**config.mk**
```make
export PLATFORM = sky130hd
export DESIGN_NAME = raster_addr_gen
export DESIGN_NICKNAME = d
export VERILOG_FILES = /design/src/rtl/raster_addr_gen.sv
export SDC_FILE = /design/constraint.sdc
export NUM_CORES = 1
export LEC_CHECK = 0
export CORE_ASPECT_RATIO = 1.1
export CORE_MARGIN = 2
export CORE_UTILIZATION = 40
export DETAILED_ROUTE_END_ITERATION = 12
export GPL_TIMING_DRIVEN = 0
export PLACE_DENSITY = 0.64
export SYNTH_ARGS = -nofsm -noshare
export SYNTH_HDL_FRONTEND = slang
export SYNTH_SLANG_ARGS = --single-unit
export TNS_END_PERCENT = 1
```
**constraint.sdc**
```tcl
create_clock -name clk -period 4.45 [get_ports clk]
set_input_delay 0.6675 -clock clk [delete_from_list [all_inputs] [get_ports clk]]
set_output_delay 0.6675 -clock clk [all_outputs]
set_load 0.005 [all_outputs]
```
**src/rtl/raster_addr_gen.sv**
```systemverilog
// Raster-scan address generator: drives external X/Y coordinate counters and
// turns their counts into a linear base + y*stride + x address stream.
module raster_addr_gen #(
    parameter int CNT_WIDTH  = 9,
    parameter int ADDR_WIDTH = 18
) (
    input  logic                  clk,
    input  logic                  rst,
    input  logic                  start,
    input  logic [CNT_WIDTH-1:0]  x_last,
    input  logic [CNT_WIDTH-1:0]  y_last,
    input  logic [ADDR_WIDTH-1:0] base_addr,
    input  logic [CNT_WIDTH-1:0]  x_cnt,
    input  logic [CNT_WIDTH-1:0]  y_cnt,
    output logic                  x_en,
    output logic                  x_sclr,
    output logic                  y_en,
    output logic                  y_sclr,
    output logic [ADDR_WIDTH-1:0] addr_out,
    output logic                  addr_valid,
    input  logic                  addr_ready,
    output logic                  line_end,
    output logic                  frame_done,
    output logic                  busy,
    output logic [1:0]            dbg_state
);

    // Handshake: a transfer happens on any edge where addr_valid & addr_ready.
    // Once raised, addr_valid stays high and addr_out/line_end stay frozen
    // until that transfer happens; the consumer may drive addr_ready freely.

    typedef enum logic [1:0] {
        IDLE  = 2'd0,
        RUN   = 2'd1,
        DRAIN = 2'd2
    } state_t;

    state_t state, state_nx;

    logic [CNT_WIDTH-1:0]  x_last_q;
    logic [CNT_WIDTH-1:0]  y_last_q;
    logic [ADDR_WIDTH-1:0] row_base;

    logic                  slot_free;
    logic                  at_x_end;
    logic                  at_y_end;
    logic [CNT_WIDTH:0]    stride;
    logic [ADDR_WIDTH-1:0] stride_ext;
    logic [ADDR_WIDTH-1:0] x_ext;

    logic                  start_acc;
    logic                  load;
    logic                  row_adv;
    logic                  done_evt;

    assign slot_free  = !addr_valid || addr_ready;
    assign at_x_end   = (x_cnt == x_last_q);
    assign at_y_end   = (y_cnt == y_last_q);
    // Stride needs one extra bit so x_last = all-ones does not wrap to zero.
    assign stride     = {1'b0, x_last_q} + {{CNT_WIDTH{1'b0}}, 1'b1};
    assign stride_ext = {{(ADDR_WIDTH-CNT_WIDTH-1){1'b0}}, stride};
    assign x_ext      = {{(ADDR_WIDTH-CNT_WIDTH){1'b0}}, x_cnt};
    assign dbg_state  = state;

    always_comb begin
        state_nx  = state;
        x_en      = 1'b0;
        x_sclr    = 1'b0;
        y_en      = 1'b0;
        y_sclr    = 1'b0;
        start_acc = 1'b0;
        load      = 1'b0;
        row_adv   = 1'b0;
        done_evt  = 1'b0;
        if (rst) begin
            x_sclr   = 1'b1;
            y_sclr   = 1'b1;
            state_nx = IDLE;
        end else begin
            case (state)
                IDLE: begin
                    if (start) begin
                        start_acc = 1'b1;
                        x_sclr    = 1'b1;
                        y_sclr    = 1'b1;
                        state_nx  = RUN;
                    end
                end
                RUN: begin
                    // Counters only move when the current count is consumed
                    // into the output register, so a stall freezes them too.
                    if (slot_free) begin
                        load = 1'b1;
                        if (!at_x_end) begin
                            x_en = 1'b1;
                        end else begin
                            x_sclr  = 1'b1;
                            row_adv = 1'b1;
                            if (at_y_end) begin
                                y_sclr   = 1'b1;
                                state_nx = DRAIN;
                            end else begin
                                y_en = 1'b1;
                            end
                        end
                    end
                end
                DRAIN: begin
                    if (addr_valid && addr_ready) begin
                        done_evt = 1'b1;
                        state_nx = IDLE;
                    end
                end
                default: state_nx = IDLE;
            endcase
        end
    end

    always_ff @(posedge clk) begin
        if (rst) begin
            state      <= IDLE;
            x_last_q   <= '0;
            y_last_q   <= '0;
            row_base   <= '0;
            addr_out   <= '0;
            addr_valid <= 1'b0;
            line_end   <= 1'b0;
            frame_done <= 1'b0;
            busy       <= 1'b0;
        end else begin
            state      <= state_nx;
            frame_done <= done_evt;
            busy       <= (state_nx != IDLE);

            if (start_acc) begin
                x_last_q <= x_last;
                y_last_q <= y_last;
                row_base <= base_addr;
            end else if (row_adv) begin
                row_base <= row_base + stride_ext;
            end

            if (load) begin
                addr_out   <= row_base + x_ext;
                addr_valid <= 1'b1;
                line_end   <= at_x_end;
            end else if (done_evt) begin
                addr_valid <= 1'b0;
                line_end   <= 1'b0;
            end else if (slot_free) begin
                addr_valid <= 1'b0;
            end
        end
    end

endmodule

```
==> out/metrics.yaml <==
status: "complete, no violations"
seq_area_um2: 1200
synth_flop_cell: "dfxtp_1"
cts_hold_buf: 0
ys_top_cells_by_area: "dfxtp_1 (34%), nand2_1 (7.6%), xnor2_1 (6.7%)"
wl_per_cell_um: 15.3
min_to: "addr_out[3]"
crit_arrival_ns: 3.01
drtIter0Drc: 172
clkTransAtPathRegs_ns: 0.07
worst_slack_ns: 0.776
maxCapViolCount: 0
hp-start: "addr_out[3]"
p_sw_frac: 0.278
drive_gt1_frac: 0.0603
synth_cells: 430
ff2ff_path_depth: 8
ant_nets: 0
synth-async-reset-ratio: 0
routed_wl_um: 9830
grt_max_degree: 11
maxSlewHeadroom: 0.282
cts_tree: "done"
p_clk_frac: 0.371
ys_seq_area_frac: 0.340
grt_usage: 0.213
internal-power_mw: 1.07
maxSlewViolCount: 0
first_global_vias: 3307
numCtsBuffers: 9
hold_path_class: "register to register"
yosysTopAreaCell: "dfxtp_1"
power_frac_comb: 0.219
fill_cells: 829
worst_clock_skew_ns: 0.00791
cp_max_fo: 10
grt_pass1_wl_um: 15800
min_period_over_period: 0.826
gp_congestion: 0.903
setup_viol: 0
ir_drop_uv: 162
max_freq_ghz: 0.272
rsz0062_at_grt: "false"
rows: 35
hold_violations: 0
io_buffer_count: 85
final_nets: 604
cts_max_level: 3
die_x_um: 93.7
core_um2: 8500
cts-root-buf: "clkbuf_8"
r2r_end: "addr_out[12]"
crit_required_ns: 3.78
cts.repair.resized: 0
syn_to_final_growth_pct: 34.1
start_util: 0.416
dieHeight_um: 103
path_class: "input port to output pin"
power.density_nw_per_um2: 311
insertion_delay_ns: 0.34
yosysWarnings: 0
dp_slack_ns: 0.822
dr_total_vias: 3404
multi_input_comb_area_um2: 2230
grt-ovfl-total: 0
hpwl_um: 7740
postCtsSetupBuffers: 0
p_switching_mw: 0.411
finalCriticalPeriod_ns: 3.67
synth_seq_cells: 60
cp-startpoint: "x_cnt[6]"
boundaryPins: 86
synth_enable_flop_cells: 0
regToRegSetupSlack_ns: 1.87
vias_per_cell: 5.30
drc: 0
p_leak_nw: 1.76
cts.sinks: 60
dieArea_um2: 9610
antenna_found_initial: 0
synth_cell_types: 51
syn-num-nets: 508
drt_first_pass_iters: 5
p_seq_frac: 0.410
diodes: 0
worstSetupEndpointType: "output pin"
fin_setup_tns_ns: 0
worst_setup_path_start_kind: "input port"
synth_top_cell_area_share: 0.340
netlist_area_um2: 3540
fin_util: 0.558
holdPathStages: 2
reg2reg_from: "row_base[0]"
worst_pin_slew_ns: 1.07
synth_area_per_cell_um2: 8.23
clock_path_buffers: 2
## placed cells by master, fill, tap and decap left out, types with 4 or more instances in the layout
master	instances
xnor2_1	27
mux2i_1	6
clkbuf_8	10
nor2_1	33
nand2_1	72
inv_1	9
o22ai_1	6
nor2b_1	5
clkdlybuf4s50_1	85
o21ai_0	13
a21oi_1	44
o21ai_1	6
ha_1	18
xor2_1	14
dfxtp_1	60
a211oi_1	17
nand3_1	7
nand2b_1	6
or3_1	4
nor3_1	12
a311oi_2	4
clkbuf_1	16
## worst max-delay path by stage
stage / to / slack [ns] / cells past startpoint
after CTS: y_en / 0.81 / 7
after global placement: x_sclr / 0.82 / 6
after global routing: y_sclr / 0.68 / 8
final: y_en / 0.78 / 7
after detailed placement: y_sclr / 0.82 / 7
after floorplan: addr_out[10] / 1.94 / 8
## per-layer routing
metal | vias to the layer above | global-route usage | part of all wire
met4 | 0 | 0.105 | 0.029
met1 | 1543 | 0.267 | 0.45
li1 | 1721 | - | -
met5 | - | 0 | 0
met3 | 23 | 0.0395 | 0.060
met2 | 117 | 0.356 | 0.46
## cell families after synthesis
kind of cell / Yosys count / synth area share
AND/OR/NAND/NOR: 164 / 0.226
AO/OA/AOI/OAI: 112 / 0.212
flip-flops: 60 / 0.340
XOR/XNOR: 41 / 0.102
buffers and inverters: 27 / 0.0297
adder cells (fa/ha/maj): 20 / 0.0750
multiplexers: 6 / 0.0170
## registers in the layout, indices dropped and copies added (netlist names)
| signal | count |
|---|---|
| addr_out | 18 |
| row_base | 18 |
| x_last_q | 9 |
| y_last_q | 9 |
| dbg_state | 2 |
| addr_valid | 1 |
| busy | 1 |
| frame_done | 1 |
| line_end | 1 |
## worst max-delay path: stages
cell             delay [ns]
clkdlybuf4s50_1        0.48
xor2_1                 0.19
nor3_1                 0.46
nand4_4                0.28
buf_2                  0.29
nor2_1                 0.11
clkdlybuf4s50_1        0.53
## stage by stage
| step | std cells | hold WS [ns] | total power, mW | cell area, um2 |
|---|---|---|---|---|
| final | 642 | 0.452 | 1.48 | 4740 |
| after global routing | 642 | 0.466 | 1.55 | 4740 |
| after CTS | 642 | 0.458 | 1.48 | 4740 |
| after detailed placement | 626 | 0.448 | 0.941 | 4530 |
| after global placement | 626 | 0.443 | 0.934 | 4530 |
| after floorplan | 430 | 0.448 | 0.799 | 3540 |
## area by class of cell
cell class / instances / share of cell area
multi-input cells: 343 / 0.470
flip-flops and latches: 60 / 0.253
repair buffers: 85 / 0.179
clock buffers: 11 / 0.0298
well taps: 111 / 0.0293
clock inverters: 5 / 0.0158
plain buffers: 18 / 0.0150
inverters: 9 / 0.00712
## power groups by stage
| stage | Combinational, mW | Sequential, mW | Clock, mW |
|---|---|---|---|
| after CTS | 0.325 | 0.606 | 0.554 |
| final | 0.324 | 0.606 | 0.548 |
| after detailed placement | 0.323 | 0.618 | 0 |
| after global routing | 0.357 | 0.611 | 0.579 |
| after floorplan | 0.188 | 0.611 | 0 |
| after global placement | 0.317 | 0.617 | 0 |
## Yosys cell counts, types with 2 or more instances
library cell / n
nor2b_1: 5
inv_1: 9
a311oi_2: 4
o21a_1: 2
dfxtp_1: 60
clkbuf_1: 15
a21oi_2: 2
xor2_1: 14
xnor2_1: 27
o21ai_0: 13
buf_2: 3
ha_1: 18
o211ai_1: 3
a31oi_1: 2
nor3_1: 12
o22ai_1: 6
nor4_1: 3
nand2_1: 72
nand4b_1: 2
fa_1: 2
or3_1: 4
nor2_1: 33
and2_1: 2
nand3b_1: 3
o21ai_1: 6
nand2b_1: 6
a211oi_1: 17
nor3b_1: 2
o21bai_1: 2
a21oi_1: 44
nand3_1: 7
nand4_1: 3
a21o_1: 2
and3_1: 3
mux2i_1: 6
No activity file was read; power rests on OpenSTA's default activity.
